--- src/rtl/freq_meas_ctrl_if.sv ---
// freq_meas_ctrl_if: result handshake between the measurement sequencer and the readout logic
interface freq_meas_ctrl_if #(parameter int COUNT_W = 14);
    logic               result_valid;
    logic               result_ready;
    logic [COUNT_W-1:0] count_out;
    logic [1:0]         range_out;
    logic               overflow;
    modport master (output result_valid, count_out, range_out, overflow, input result_ready);
    modport slave  (input result_valid, count_out, range_out, overflow, output result_ready);
endinterface

--- src/rtl/freq_meas_ctrl.sv ---
// freq_meas_ctrl: gated edge counter with 1 s / 100 ms / 10 ms ranges, autoranging and valid/ready result
module freq_meas_ctrl #(
    parameter int CLK_HZ     = 100_000_000,
    parameter int COUNT_W    = 14,
    parameter int LOW_THRESH = 1000
) (
    input  logic             clock,
    input  logic             reset_n,
    input  logic             signal_in,
    input  logic             start,
    input  logic             continuous,
    input  logic             autorange_en,
    input  logic [1:0]       range_sel,
    output logic             busy,
    freq_meas_ctrl_if.master res
);
    localparam int GW = $clog2(CLK_HZ + 1);
    localparam logic [COUNT_W-1:0] MAX = '1;

    typedef enum logic [2:0] {IDLE, ARM, GATE, EVAL, PRESENT} state_t;

    state_t             r_state, w_next;
    logic               r_s1, r_s2, r_s3, r_ovf, r_auto;
    logic [GW-1:0]      r_gcnt, w_glast;
    logic [COUNT_W-1:0] r_cnt;
    logic [1:0]         r_range;
    logic               w_edge, w_up, w_dn, w_xfer;

    assign w_edge  = r_s2 & ~r_s3;
    assign w_glast = r_range == 2'd0 ? GW'(CLK_HZ - 1) :
                     r_range == 2'd1 ? GW'(CLK_HZ / 10 - 1) : GW'(CLK_HZ / 100 - 1);
    // A re-measure is only allowed in the direction that can still move
    assign w_up    = r_auto & r_ovf & (r_range < 2'd2);
    assign w_dn    = r_auto & ~w_up & (r_cnt < COUNT_W'(LOW_THRESH)) & (r_range != 2'd0);
    assign w_xfer  = res.result_valid & res.result_ready;
    assign busy    = r_state != IDLE;

    always_comb begin
        w_next = r_state;
        case (r_state)
            IDLE:    w_next = start ? ARM : IDLE;
            ARM:     w_next = GATE;
            GATE:    w_next = r_gcnt == w_glast ? EVAL : GATE;
            EVAL:    w_next = (w_up | w_dn) ? ARM : PRESENT;
            PRESENT: w_next = w_xfer ? (continuous ? ARM : IDLE) : PRESENT;
            default: w_next = IDLE;
        endcase
    end

    always_ff @(posedge clock or negedge reset_n) begin
        if (!reset_n) begin
            r_state <= IDLE;
            {r_s1, r_s2, r_s3} <= 3'b000;
        end else begin
            r_state <= w_next;
            {r_s1, r_s2, r_s3} <= {signal_in, r_s1, r_s2};
        end
    end

    always_ff @(posedge clock or negedge reset_n) begin
        if (!reset_n) begin
            r_gcnt           <= '0;
            r_cnt            <= '0;
            r_ovf            <= 1'b0;
            r_auto           <= 1'b0;
            r_range          <= 2'd0;
            res.result_valid <= 1'b0;
            res.count_out    <= '0;
            res.range_out    <= 2'd0;
            res.overflow     <= 1'b0;
        end else begin
            case (r_state)
                IDLE: if (start) begin
                    r_auto <= autorange_en;
                    if (!autorange_en) r_range <= range_sel == 2'd3 ? 2'd2 : range_sel;
                end
                ARM: begin
                    r_gcnt <= '0;
                    r_cnt  <= '0;
                    r_ovf  <= 1'b0;
                end
                GATE: begin
                    r_gcnt <= r_gcnt + 1'b1;
                    if (w_edge && r_cnt == MAX) r_ovf <= 1'b1;
                    else if (w_edge)            r_cnt <= r_cnt + 1'b1;
                end
                EVAL: begin
                    if (w_up)      r_range <= r_range + 2'd1;
                    else if (w_dn) r_range <= r_range - 2'd1;
                    else begin
                        res.result_valid <= 1'b1;
                        res.count_out    <= r_cnt;
                        res.range_out    <= r_range;
                        res.overflow     <= r_ovf;
                    end
                end
                PRESENT: if (w_xfer) res.result_valid <= 1'b0;
                default: ;
            endcase
        end
    end
endmodule
--- src/flat_wrapper.sv ---
// flat-port wrapper written by rule: the top's interface ports become plain ports
module freq_meas_ctrl_flat 
#(
    parameter int CLK_HZ     = 100_000_000,
    parameter int COUNT_W    = 14,
    parameter int LOW_THRESH = 1000
)
  (clock, reset_n, signal_in, start, continuous, autorange_en, range_sel, busy, res_result_valid, res_count_out, res_range_out, res_overflow, res_result_ready);
  freq_meas_ctrl_if #(.COUNT_W(COUNT_W)) res_i ();
  input  logic clock;
  input  logic reset_n;
  input  logic signal_in;
  input  logic start;
  input  logic continuous;
  input  logic autorange_en;
  input  logic [1:0] range_sel;
  output logic busy;
  output wire logic [$bits(res_i.result_valid)-1:0] res_result_valid;
  output wire logic [$bits(res_i.count_out)-1:0] res_count_out;
  output wire logic [$bits(res_i.range_out)-1:0] res_range_out;
  output wire logic [$bits(res_i.overflow)-1:0] res_overflow;
  input wire logic [$bits(res_i.result_ready)-1:0] res_result_ready;
  assign res_result_valid = res_i.result_valid;
  assign res_count_out = res_i.count_out;
  assign res_range_out = res_i.range_out;
  assign res_overflow = res_i.overflow;
  assign res_i.result_ready = res_result_ready;
  freq_meas_ctrl #(.CLK_HZ(CLK_HZ), .COUNT_W(COUNT_W), .LOW_THRESH(LOW_THRESH)) u_core (.clock(clock), .reset_n(reset_n), .signal_in(signal_in), .start(start), .continuous(continuous), .autorange_en(autorange_en), .range_sel(range_sel), .busy(busy), .res(res_i));
endmodule
--- config.mk ---
export PLATFORM = sky130hd
export DESIGN_NAME = freq_meas_ctrl_flat
export DESIGN_NICKNAME = d
export VERILOG_FILES = /design/src/rtl/freq_meas_ctrl_if.sv /design/src/rtl/freq_meas_ctrl.sv /design/src/flat_wrapper.sv
export SDC_FILE = /design/constraint.sdc
export NUM_CORES = 1
export LEC_CHECK = 0
export CAP_MARGIN = 20
export CORE_MARGIN = 10
export CORE_UTILIZATION = 43
export CTS_CLUSTER_DIAMETER = 80
export DETAILED_ROUTE_END_ITERATION = 16
export PLACE_DENSITY_LB_ADDON = 0.3
export SLEW_MARGIN = 10
export SYNTH_ARGS = -nofsm -noshare
export SYNTH_HDL_FRONTEND = slang
export SYNTH_SLANG_ARGS = --single-unit
export TNS_END_PERCENT = 20
--- constraint.sdc ---
create_clock -name clock -period 2.9 [get_ports clock]
set_input_delay 0.58 -clock clock [delete_from_list [all_inputs] [get_ports clock]]
set_output_delay 0.58 -clock clock [all_outputs]
set_load 0.01 [all_outputs]
# Yosys cells after proc, flatten, opt, wreduce, memory -nomap -nowiden
# Cells that the tools add are included.
# classes
n_addsub	4
magnitude_cmp	2
eq_ne	17
mux	24
bitwise	11
n_reduce_logical	14
# ops
operator	n
27-bit one-hot mux with 2 select lines	1
14-bit 2-to-1 mux	2
14-bit one-hot mux with 2 select lines	1
27-bit by 1-bit adder with 27-bit output, second input constant	1
27-bit == test	1
27-bit 2-to-1 mux	1
24-bit 2-to-1 mux	1
3-bit one-hot mux with 5 select lines	1
14-bit by 1-bit adder with 14-bit output, second input constant	1
14-bit == test, second input constant	1
14-bit by 10-bit less-than comparator with 1-bit output, second input constant	1
2-bit 2-to-1 mux	5
2-bit != test, second input constant	5
4-bit AND reduction	2
2-bit nonzero test	4
1-bit bitwise AND	7
1-bit 2-to-1 mux	7
3-bit by 2-bit == test with 1-bit output, second input constant	2
3-bit 2-to-1 mux	2
2-bit by 1-bit != test with 1-bit output, second input constant	3
3-bit AND reduction	2
1-bit one-hot mux with 2 select lines	2
2-bit one-hot mux with 2 select lines	1
2-bit AND reduction	2
other kinds (14)	16
# word_totals
register_bits	69
out_inout_bits	19

# Longest topological paths before layout
# Gate-level depths: netlist of run 1.
# logic_depth
depth_word	9
depth_mapped	8
depth_no_buf	7

# Worst setup path before layout of run 1
# No wires, ideal clock.
# synth_path
kind	flip-flop to flip-flop
from	register u_core.r_range[1]
to	register u_core.r_state[0]
setup_ns	0.076
arrival_time_ns	1.949
required_ns	2.824
slack_ns	0.874
path_stages_with_launch	8
n_path_buf	0
period_less_slack_ns	2.026
cell_sequence	dfrtp_1 > inv_1 > ha_1 > or4b_1 > mux2i_1 > nand4_1 > or4_1 > o21ai_1
# synth_between
elab_chain_cells	9
elab_cells_between_ends	16
# synth_lines
element	line	text
from (decl)	freq_meas_ctrl.sv:26	logic [1:0] r_range;
from (signal assigned)	freq_meas_ctrl.sv:75	if (!autorange_en) r_range <= range_sel == 2'd3 ? 2'd2 : range_sel;
from (signal assigned)	freq_meas_ctrl.sv:88	if (w_up) r_range <= r_range + 2'd1;
from (signal assigned)	freq_meas_ctrl.sv:89	else if (w_dn) r_range <= r_range - 2'd1;
2-bit less-than comparator	freq_meas_ctrl.sv:33	assign w_up = r_auto & r_ovf & (r_range < 2'd2);
1-bit bitwise AND	freq_meas_ctrl.sv:33	
1-bit NOT (no line)	--	
1-bit bitwise AND (3 in series)	freq_meas_ctrl.sv:34	assign w_dn = r_auto & ~w_up & (r_cnt < COUNT_W'(LOW_THRESH)) & (r_range != 2'd0);
1-bit bitwise OR	freq_meas_ctrl.sv:44	EVAL: w_next = (w_up | w_dn) ? ARM : PRESENT;
3-bit 2-to-1 mux	freq_meas_ctrl.sv:44	
3-bit one-hot mux with 5 select lines *	freq_meas_ctrl.sv:40	case (r_state)
named net u_core.w_next[0]	freq_meas_ctrl.sv:22	state_t r_state, w_next;
to (signal assigned)	freq_meas_ctrl.sv:55	r_state <= w_next;
to (decl)	freq_meas_ctrl.sv:22	
# The timed path passes the listed nets; every way through them passes the cells marked *.
# A chain may end at the register's enable or synchronous reset.

# Worst setup path after layout of run 1
# layout_path
from	register u_core.r_state[2]
to	output busy
# layout_between
elab_chain_cells	1
# layout_lines
element	line	text
3-bit nonzero test	freq_meas_ctrl.sv:36	assign busy = r_state != IDLE;
to (decl)	flat_wrapper.sv:17	output logic busy;
# Every way passes these cells.

==> results of run 1 <==
[final timing paths]
path	from	to	slack (ns)	cells past startpoint
worst max-delay path	u_core.r_state[2]$_DFF_PN0_	busy	0.49	2
worst min-delay path	reset_n	u_core.r_cnt[3]$_DFFE_PN0P_	0.23	1
worst max register to register	u_core.r_range[1]$_DFFE_PN0P_	u_core.res.count_out[4]$_DFFE_PN0P_	0.66	7
worst min register to register	u_core.r_s1$_DFF_PN0_	u_core.r_s2$_DFF_PN0_	0.36	0
max in group asynchronous	reset_n	u_core.r_range[0]$_DFFE_PN0P_	2.05	2
min in group clock	u_core.r_s1$_DFF_PN0_	u_core.r_s2$_DFF_PN0_	0.36	0
[cell usage in the layout, fill, tap and decap left out, drive strengths merged, types with 9 or more instances in the layout]
| master | instances |
|---|---|
| clkdlybuf4s50 | 26 |
| a21oi | 15 |
| clkbuf | 11 |
| dfrtp | 69 |
| nor2 | 12 |
| inv | 9 |
| nand4 | 13 |
| o21ai | 28 |
| nand3 | 29 |
| mux2 | 15 |
| nand2 | 40 |
[registers in the layout (all words and copies together), names as in the netlist]
register                 cells
u_core.r_state               3
u_core.r_range               2
u_core.res.overflow          1
u_core.res.range_out         2
u_core.r_s2                  1
u_core.r_s1                  1
u_core.r_s3                  1
u_core.r_auto                1
u_core.res.result_valid      1
u_core.res.count_out        14
u_core.r_gcnt               27
u_core.r_cnt                14
u_core.r_ovf                 1
[power groups by stage]
stage / registers [mW] / clock network, mW / logic, mW
2_1_floorplan: 1.17 / 0 / 0.436
3_3_place_gp: 1.21 / 0 / 0.625
3_5_place_dp: 1.21 / 0 / 0.645
4_1_cts: 1.19 / 1.01 / 0.651
5_1_grt: 1.21 / 1.05 / 0.711
6_report: 1.19 / 1.00 / 0.642
[final cells by class]
class,instances,area [um^2],area share [%]
Sequential cell,69,1730,42.4
Multi-Input combinational cell,244,1610,39.6
Timing Repair Buffer,30,313,7.68
Clock buffer,11,151,3.72
Tap cell,102,128,3.13
Clock inverter,5,106,2.61
Inverter,9,33.8,0.829
[routing by layer]
metal / up-vias / GRT usage [%]
li1: 1293 / -
met2: 48 / 20.7
met4: 0 / 5.11
met5: - / 0
met1: 1292 / 16.7
met3: 11 / 3.86
[worst max-delay path, delay by kind of cell (launching register included)]
kind / cells / cell delay (ns)
AND/OR/NAND/NOR: 1 / 0.41
flip-flops: 1 / 0.57
buffers and inverters: 1 / 0.50
[through the flow]
stage,setup slack (ns),utilization [%]
final,0.492,52.4
after global routing,0.430,52.4
after CTS,0.479,52.4
after detailed placement,0.689,49.1
after global placement,0.777,49.1
after floorplan,0.874,-
[cells by family (layout without fill, tap and decap cells)]
| group | Yosys count | after routing | synth area share, % |
|---|---|---|---|
| AOI/OAI and AO/OA | 67 | 67 | 11.9 |
| buffers and inverters | 23 | 55 | 2.77 |
| xor gates and xnor gates | 8 | 8 | 2.04 |
| DFF | 69 | 69 | 50.3 |
| and+or+nand+nor | 142 | 142 | 24.4 |
| adders and majority gates | 4 | 4 | 1.46 |
| muxes | 23 | 23 | 7.25 |
==> impl_metrics.ini, run 1 <==
[synthesis]
ys_ff_latch = 69
ys_top_cells_by_area = dfrtp_1, mux2_2, nand2_1, nand3_1, o21ai_0
yosysMostFrequentCell = dfrtp_1
netlist_top_cells_count = dfrtp_1, nand2_1, nand3_1
synth_top_area_share_pct = 50.3
ys_warn_count = 0
synth_edf_count = 0
synth_top_area_cell = dfrtp_1
synthesis.nets = 349
synthArstFlopShare_pct = 100
synth-seq-area-share_pct = 50.3
synthFlopType = dfrtp_1
syn-instance-count = 336
synth_area_um2 = 3440
syn_area_per_cell_um2 = 10.2
synthDistinctLibCells = 53

[global_routing]
grt_pass1_wl_mm = 12.6
grt_max_degree = 47
antenna_found_initial = 0
grt.overflow.total = 0
grt_pass1_vias = 2578
grt_usage_pct = 13.1

[power]
internal-power_mw = 1.96
p_leak_nw = 1.74
p_clk_share_pct = 35.3
ir_worst_vdd_mv = 0.357
power_mw = 2.84
switching_share_pct = 30.8
powerDensity_nw_per_um2 = 696
p_seq_share_pct = 42.1
pwr-share-comb_pct = 22.6
p_switching_mw = 0.873

[cts]
cts_resized = 0
cts-hold-fix-buffers = 0
cts_buffers = 9
post_cts_buffers = 0
root_buffer = clkbuf_8
cts.sinks = 69
cts_max_level = 3
path_clk_slew_ns = 0.08
cts_max_path_buffers = 2
tritoncts = built
clock_latency_ns = 0.35

[cells_and_area]
fillers = 711
nets = 376
design_area_um2 = 4070
final_cells = 470
drive_above_1_share_pct = 12.5
antenna_cells = 0
area_growth_pct = 18.5

[timing]
finalClockSkew_ns = 0.0106
rsz0062_at_grt = no
worstMarginPinSlew_ns = 0.638
max_slew_margin_pct = 57.5
setup_violations = 0
hold_violations = 0
whs_ns = 0.225
fmax_mhz = 415
fin_crit_ns = 2.41
tns_ns = 0
fin_crit_sh_pct = 83.0
slew_viol_final = 0

[die]
row_count = 32
die_x_um = 109
start_util_pct = 44.2
fp.dieArea_um2 = 12000
core_area_um2 = 7770
dieHeight_um = 109
pin_count = 28

[drt]
met1_length_mm = 3.61
dr.pass1.iters = 4
first_iter_violations = 131
drcViolationCount = 0
wl_per_cell_um = 16.3
dr_wl_met2_mm = 3.62
ant_nets = 0
via_count = 2644
met3_length_um = 289
viasPerCell = 5.63
highest_layer = met4
routed_wl_mm = 7.65

[status]
status = finished, final reports clean

[placed_design]
place_congestion = 0.822
port-buffer-count = 27
dp_hpwl_mm = 5.31
placed_cells = 454
place_area_um2 = 3810

[setup_path]
crit_fanout = 15
slowest_stage = dfrtp_1
endpoint_kind = primary output
critPathArrivalTime_ns = 1.83
cp-start-kind = flip-flop
cpPeakStageDelay_ns = 0.57
crit_required_ns = 2.32
worstPathCellList = or3_1 -> clkdlybuf4s50_1
path_class = flip-flop to primary output

[worst_hold_path]
min_path_type = input port to asynchronous set/reset pin

[flow_run]
drv_cap = 0
No activity file was read; power rests on OpenSTA's default activity.
==> inputs of run 2 (changes only) <==
==> constraint.sdc (replaced) <==
create_clock -name clock -period 2 [get_ports clock]
set_input_delay 0.4 -clock clock [delete_from_list [all_inputs] [get_ports clock]]
set_output_delay 0.4 -clock clock [all_outputs]
set_load 0.01 [all_outputs]
==> run 2 against run 1 <==
  * Sequential power rose by 42%
  * Setup slack got worse by 0.44 ns
  * Sequential cell count did not move
  * Total power rose by 47%
  * Wire length fell by 1.1%
==> impl_metrics.ini, run 2 (same netlist as run 1, synthesis figures left out) <==
[die]
die_x_um = 109
core_area_um2 = 7770
pin_count = 28
start_util_pct = 44.2
row_count = 32
fp.dieArea_um2 = 12000
dieHeight_um = 109

[timing]
fin_crit_sh_pct = 97.2
fmax_mhz = 514
hold_violations = 0
rsz0062_at_grt = yes
setup_violations = 0
slew_viol_final = 0
max_slew_margin_pct = 60.0
fin_crit_ns = 1.94
worstMarginPinSlew_ns = 0.599
whs_ns = 0.0719
finalClockSkew_ns = 0.00591

[drt]
drcViolationCount = 0
routed_wl_mm = 7.57
via_count = 2758
ant_nets = 0
first_iter_violations = 83
wl_per_cell_um = 15.2
dr.pass1.iters = 4
viasPerCell = 5.54

[placed_design]
dp_hpwl_mm = 5.35
port-buffer-count = 27
place_congestion = 0.854
placed_cells = 479

[cells_and_area]
largest_reg_flops = 27
top_regs = u_core.r_gcnt: 27 flops, u_core.r_cnt: 14 flops, u_core.res.count_out: 14 flops
area_growth_pct = 24.8
final_cells = 498
largest-register = u_core.r_gcnt
multi_input_area_um2 = 1650
layout_common_cells = dfrtp_1, nand2_1, buf_4, nand3_1
final_common_cell = dfrtp_1
fillers = 709
antenna_cells = 0
nets = 404
drive_above_1_share_pct = 21.0
regArea_um2 = 1730

[setup_path]
slowest_stage = or4_4
path_class = flip-flop to flip-flop
cpPeakStageDelay_ns = 0.48
cp-start-kind = flip-flop
crit_fanout = 5
crit_required_ns = 2.27
endpoint_kind = flip-flop
worstPathCellList = buf_4 -> nand4bb_4 -> or3_4 -> or4_4 -> o21ai_2
critPathArrivalTime_ns = 2.21

[power]
p_seq_share_pct = 40.6
pwr-share-comb_pct = 28.6
p_leak_nw = 1.87
switching_share_pct = 31.1
p_switching_mw = 1.29
p_clk_share_pct = 30.9
powerDensity_nw_per_um2 = 969
ir_worst_vdd_mv = 0.516
internal-power_mw = 2.86

[cts]
clock_latency_ns = 0.34
tritoncts = built
cts-hold-fix-buffers = 0
path_clk_slew_ns = 0.08
cts_buffers = 9
root_buffer = clkbuf_8
cts_max_level = 3
cts_max_path_buffers = 2
cts.sinks = 69

[global_routing]
grt_pass1_vias = 2700
grt_max_degree = 70
grt_pass1_wl_mm = 13.0
grt.overflow.total = 0
antenna_found_initial = 0
grt_usage_pct = 13.4

[flow_run]
drv_cap = 0

[status]
status = finished, final reports clean

[worst_hold_path]
min_path_type = input port to asynchronous set/reset pin
## run 2: power by group through the flow
| stage | Sequential, mW | Clock, mW | Combinational, mW |
|---|---|---|---|
| 2_1_floorplan | 1.70 | 0 | 0.636 |
| 3_3_place_gp | 1.71 | 0 | 1.12 |
| 3_5_place_dp | 1.72 | 0 | 1.14 |
| 4_1_cts | 1.68 | 1.31 | 1.15 |
| 5_1_grt | 1.71 | 1.37 | 1.32 |
| 6_report | 1.69 | 1.28 | 1.19 |
## run 2: stage by stage
step / power [mW] / setup slack, ns / area [um^2] / util, % / TNS [ns]
floorplan: 2.33 / 0.0103 / 3440 / - / 0
global placement: 2.82 / 0.0783 / 4010 / 51.6 / 0
detailed placement: 2.85 / 0.0228 / 4010 / 51.6 / 0
CTS: 4.15 / 0.0245 / 4240 / 54.6 / 0
global route: 4.41 / -0.0540 / 4290 / 55.2 / -0.0813
finish: 4.15 / 0.0562 / 4290 / 55.2 / 0
## run 2: timing repair
item / CTS / global route
resized for setup: 3 / 8
setup buffers: 1 / 2
cloned: 0 / 0
pin swaps: 0 / 5
setup endpoints to repair: 1 / 20
## run 2: path summary, 6_finish.rpt
check / end / from / cells after the start / slack (ns)
worst min-delay path: u_core.r_gcnt[4]$_DFFE_PN0P_ / reset_n / 2 / 0.07
max in group asynchronous: u_core.r_state[0]$_DFF_PN0_ / reset_n / 2 / 1.60
min in group clock: u_core.r_s2$_DFF_PN0_ / u_core.r_s1$_DFF_PN0_ / 0 / 0.35
worst min register to register: u_core.r_s2$_DFF_PN0_ / u_core.r_s1$_DFF_PN0_ / 0 / 0.35
worst max register to register: u_core.r_state[0]$_DFF_PN0_ / u_core.r_state[0]$_DFF_PN0_ / 5 / 0.06
worst max-delay path: u_core.r_state[0]$_DFF_PN0_ / u_core.r_state[0]$_DFF_PN0_ / 5 / 0.06
## run 2: area by class of cell
cell class | count | share of cell area (%)
clock inverters | 5 | 1.93
flip-flops and latches | 69 | 40.3
well taps | 102 | 2.98
inverters | 9 | 0.788
multi-input cells | 244 | 38.5
repair buffers | 58 | 12.2
clock buffers | 11 | 3.30
## run 2: per-layer routing
layer	up-vias	global-route usage, %	part of all wire, %
li1	1349	-	-
met4	0	5.58	0.87
met2	46	20.6	49
met1	1355	17.0	45
met5	-	0	0
met3	8	4.15	5.1
## run 2: critical path: cells and delay by family (launching register included)
kind | cells | cell delay [ns]
simple gates | 3 | 1.13
flops | 1 | 0.45
buf+inv | 1 | 0.16
compound gates | 1 | 0.13
==> inputs of run 3 (changes only) <==
--- a/config.mk
+++ b/config.mk
@@ -10,6 +10,7 @@
 export CORE_UTILIZATION = 43
 export CTS_CLUSTER_DIAMETER = 80
 export DETAILED_ROUTE_END_ITERATION = 16
+export DONT_BUFFER_PORTS = 1
 export PLACE_DENSITY_LB_ADDON = 0.3
 export SLEW_MARGIN = 10
 export SYNTH_ARGS = -nofsm -noshare
==> run 3 against run 2 <==
  * The flow now finishes with violations (negative hold slack)
  * Combinational power fell by 21%
  * Cell count fell by 7.2%
  * First-iteration DRC count rose by 110%
  * Critical endpoint unchanged
  * Critical path type unchanged
  * Die area did not move
==> impl_metrics.ini, run 3 (same netlist as run 1, synthesis figures left out) <==
[timing]
slew_viol_final = 0
whs_ns = -0.248
fin_crit_sh_pct = 97.7
hold_violations = 69
max_slew_margin_pct = 59.6
postLayoutSetupSlackWorst_ns = 0.0463
setup_violations = 0
finalClockSkew_ns = 0.0109
rsz0062_at_grt = yes
fin_crit_ns = 1.95
worstMarginPinSlew_ns = 0.606
tns_ns = 0
fmax_mhz = 512

[die]
start_util_pct = 44.2
fp.dieArea_um2 = 12000
dieHeight_um = 109
row_count = 32
core_area_um2 = 7770
die_x_um = 109
pin_count = 28

[setup_path]
endpoint_kind = flip-flop
crit_required_ns = 2.26
cpPeakStageDelay_ns = 0.51
path_buf_inv = 1
cp-start-kind = flip-flop
critPathArrivalTime_ns = 2.22
crit_family = simple AND/OR/NAND/NOR gates
worstPathCellList = inv_1 -> ha_2 -> or4b_1 -> mux2i_1 -> nand4_1 -> or4_1 -> o21ai_1
crit_fanout = 2
slowest_stage = or4b_1
path_class = flip-flop to flip-flop

[drt]
via_count = 2659
viasPerCell = 5.76
wl_per_cell_um = 16.8
first_iter_violations = 178
ant_nets = 0
routed_wl_mm = 7.78
dr.pass1.iters = 4
drcViolationCount = 0

[cts]
cts_buffers = 9
clock_latency_ns = 0.34
path_clk_slew_ns = 0.07
tritoncts = built
cts_max_level = 3
root_buffer = clkbuf_8
cts_max_path_buffers = 2
cts.sinks = 69

[cells_and_area]
regArea_um2 = 1730
nets = 368
layout_common_cells = dfrtp_1, nand2_1, nand3_1, o21ai_0, buf_4
drive_above_1_share_pct = 19.2
postLayoutCoreUtil_pct = 50.4
design_area_um2 = 3910
largest-register = u_core.r_gcnt
multi_input_area_um2 = 1650
top_regs = u_core.r_gcnt: 27 flops, u_core.r_cnt: 14 flops, u_core.res.count_out: 14 flops
area_growth_pct = 13.9
antenna_cells = 0
final_common_cell = dfrtp_1
fillers = 721
final_cells = 462
largest_reg_flops = 27

[placed_design]
preCtsSetupSlack_ns = -0.0222
placed_cells = 445
place_area_um2 = 3670
dp_hpwl_mm = 5.45
place_congestion = 0.835
port-buffer-count = 0

[power]
power_mw = 3.81
p_leak_nw = 1.71
powerDensity_nw_per_um2 = 973
ir_worst_vdd_mv = 0.514

[flow_run]
drv_cap = 0

[global_routing]
grt_usage_pct = 13.7
grt_pass1_vias = 2628
grt_max_degree = 70
grt.overflow.total = 0
antenna_found_initial = 0
grt_pass1_wl_mm = 13.1

[status]
status = complete, but fails checks
violations = negative hold slack

[worst_hold_path]
min_path_type = input port to asynchronous set/reset pin
-- run 3: changes by cell type in the layout (fill, tap and decap cells not counted), sizes merged --
| cell | before | now |
|---|---|---|
| clkdlybuf4s50 | 25 | 0 |
| buf | 32 | 22 |
| bufinv | 2 | 1 |
| clkbuf | 11 | 12 |
| clkinvlp | 0 | 1 |
| dlygate4sd2 | 1 | 0 |
| inv | 10 | 9 |
-- run 3: layout make-up --
class / count / area share [%]
clock inverter: 4 / 1.21
timing repair buffer: 22 / 4.54
inverter: 9 / 0.863
tap: 102 / 3.26
multi-input combinational: 244 / 42.2
sequential: 69 / 44.2
clock buffer: 12 / 3.71
-- run 3: final timing paths --
path	from	endpoint	slack (ns)	depth (start not counted)
min reg2reg	u_core.r_s1$_DFF_PN0_	u_core.r_s2$_DFF_PN0_	0.36	0
max reg2reg	u_core.r_range[0]$_DFFE_PN0P_	u_core.r_state[0]$_DFF_PN0_	0.05	7
max in group asynchronous	reset_n	u_core.r_state[0]$_DFF_PN0_	2.12	0
min in group clock	signal_in	u_core.r_s1$_DFF_PN0_	0.08	0
max	u_core.r_range[0]$_DFFE_PN0P_	u_core.r_state[0]$_DFF_PN0_	0.05	7
min	reset_n	u_core.r_cnt[2]$_DFFE_PN0P_	-0.25	0
-- run 3: metal layers --
metal | up-vias | track usage [%] | share of wire (%)
li1 | 1284 | - | -
met5 | - | 0 | 0
met1 | 1309 | 16.7 | 45
met3 | 8 | 4.04 | 4.4
met2 | 58 | 22.2 | 49
met4 | 0 | 5.58 | 1.0
-- run 3: timing repair --
| item | CTS | global route |
|---|---|---|
| setup endpoints to repair | 1 | 25 |
| endpoints found under the hold margin | 69 | 69 |
| setup buffers | 0 | 1 |
| gates cloned | 0 | 0 |
| pin swaps | 1 | 0 |
| gates resized for setup | 0 | 7 |
-- run 3: power breakdown --
| group | total (mW) | switching [mW] | internal, mW |
|---|---|---|---|
| sequential | 1.75 | 0.202 | 1.55 |
| combinational | 0.938 | 0.520 | 0.418 |
| clock | 1.12 | 0.514 | 0.607 |
| total | 3.81 | 1.24 | 2.57 |
-- run 3: worst register-to-register path: stages (launching register included) --
cell and delay (ns):
dfrtp_1 0.34, inv_1 0.06, ha_2 0.18, or4b_1 0.51, mux2i_1 0.15, nand4_1 0.10
or4_1 0.41, o21ai_1 0.12
==> patch: new RTL, flow settings as in run 3 <==
The 5 states of `state_t` get a one-hot encoding in 5 bits.
--- a/src/rtl/freq_meas_ctrl.sv
+++ b/src/rtl/freq_meas_ctrl.sv
@@ -18,5 +18,5 @@
     localparam logic [COUNT_W-1:0] MAX = '1;
 
-    typedef enum logic [2:0] {IDLE, ARM, GATE, EVAL, PRESENT} state_t;
+    typedef enum logic [4:0] {IDLE = 5'b00001, ARM = 5'b00010, GATE = 5'b00100, EVAL = 5'b01000, PRESENT = 5'b10000} state_t;
 
     state_t             r_state, w_next;
Function: no difference found for any inputs over 10 cycles, from zero or initial values and one cycle with reset_n low; not proved beyond that.
==> patch against run 3 <==
- clock skew fell by 2.0 ps
- setup slack got worse by 20 ps
- fmax fell by 1.0%
- area after synthesis rose by 5.1%
- sequential cell count rose by 2
- global-route usage fell by 0.68 points
- via count rose by 2.0%
- count of clock-buffer cells in the layout fell by 2
- cell area rose by 6.0%
- utilization rose by 0.38 points
- routed wire length rose by 4.9%
- total power fell by 9.5%
- die area rose by 4.2%
- the flow still finishes with violations (hold timing)
==> patch: results (changes against run 3) <==
timing:
  finalHoldViolCount: 71  # +2.9%
  hold_ws_ps: -251.6  # -3.618 ps
power_and_ir_drop:
  p_per_area_nw_per_um2: 830.2  # -15%
  p_leak_uw: 0.001863  # +9.1%
  seq-power_uw: 1630  # -7%
  switching_share: 0.2956  # -0.02893
final_layout:
  drive_gt1_frac: 0.2273  # +0.03561
  nFillCells: 742  # +2.9%
placement:
  dpl_worst_slack_ps: 14.37  # +36.54 ps
  place_congestion: 0.8129  # -2.6%
  post-dp-hpwl_um: 5693  # +4.5%
  place_area_sq_um: 3850  # +4.8%
global_routing:
  use_met3: 0.04670  # +0.006324
  grt_pass1_wl_um: 13590  # +3.9%
  grt_max_degree: 72  # +2.9%
  grt_pass1_vias: 2703  # +2.9%
setup_path:
  r2r_start: "u_core.r_range[1]$_DFFE_PN0P_"
  cp_slowest_stage_delay_ps: 370  # -140 ps
  r2r_cells: 8  # +1
  reg2reg_setup_slack_ps: 30  # -20 ps
synthesis:
  synth-compound-area-share: 0.1056  # -0.01307
  yosysSeqAreaShare: 0.4922  # -0.01034
  synth.distinct_cells: 57  # +7.5%
routing:
  routed_via_density: 5.664  # -1.6%
  wl_met3_um: 549  # +59%
  wl_met2_um: 4060  # +5.5%
outcome:
  status: "finished, violations left"
  failed_checks: "hold timing"
[patch: area by class of cell]
| class | instances | area (sq um) | share of cell area |
|---|---|---|---|
| multi-input cells | 248 | 1774 | 0.4275 |
| inverters | 9 | 33.78 | 0.008140 |
| clock inverters | 6 | 71.32 | 0.01718 |
| repair buffers | 30 | 232.7 | 0.05607 |
| clock buffers | 10 | 127.6 | 0.03075 |
| flip-flops and latches | 71 | 1779 | 0.4287 |
| well taps | 105 | 131.4 | 0.03166 |
[patch: metrics by stage]
stage               utilization  instances
finish                   0.5077        479
global route             0.5077        479
CTS                      0.4980        472
detailed placement       0.4709        456
global placement         0.4709        456
floorplan                     -        340
[patch: repair_timing]
action | in CTS | in global routing
hold endpoints to repair | 71 | 71
endpoints found under the setup margin | 13 | 22
gates resized for setup | 4 | 9
pin swaps | 1 | 5
setup buffers | 0 | 7
[patch: logic make-up after synthesis]
logic type / after synthesis
simple gates: 151
flops: 71
compound gates: 55
mux: 23
buf+inv: 21
xor+xnor: 15
fa+ha+maj: 4
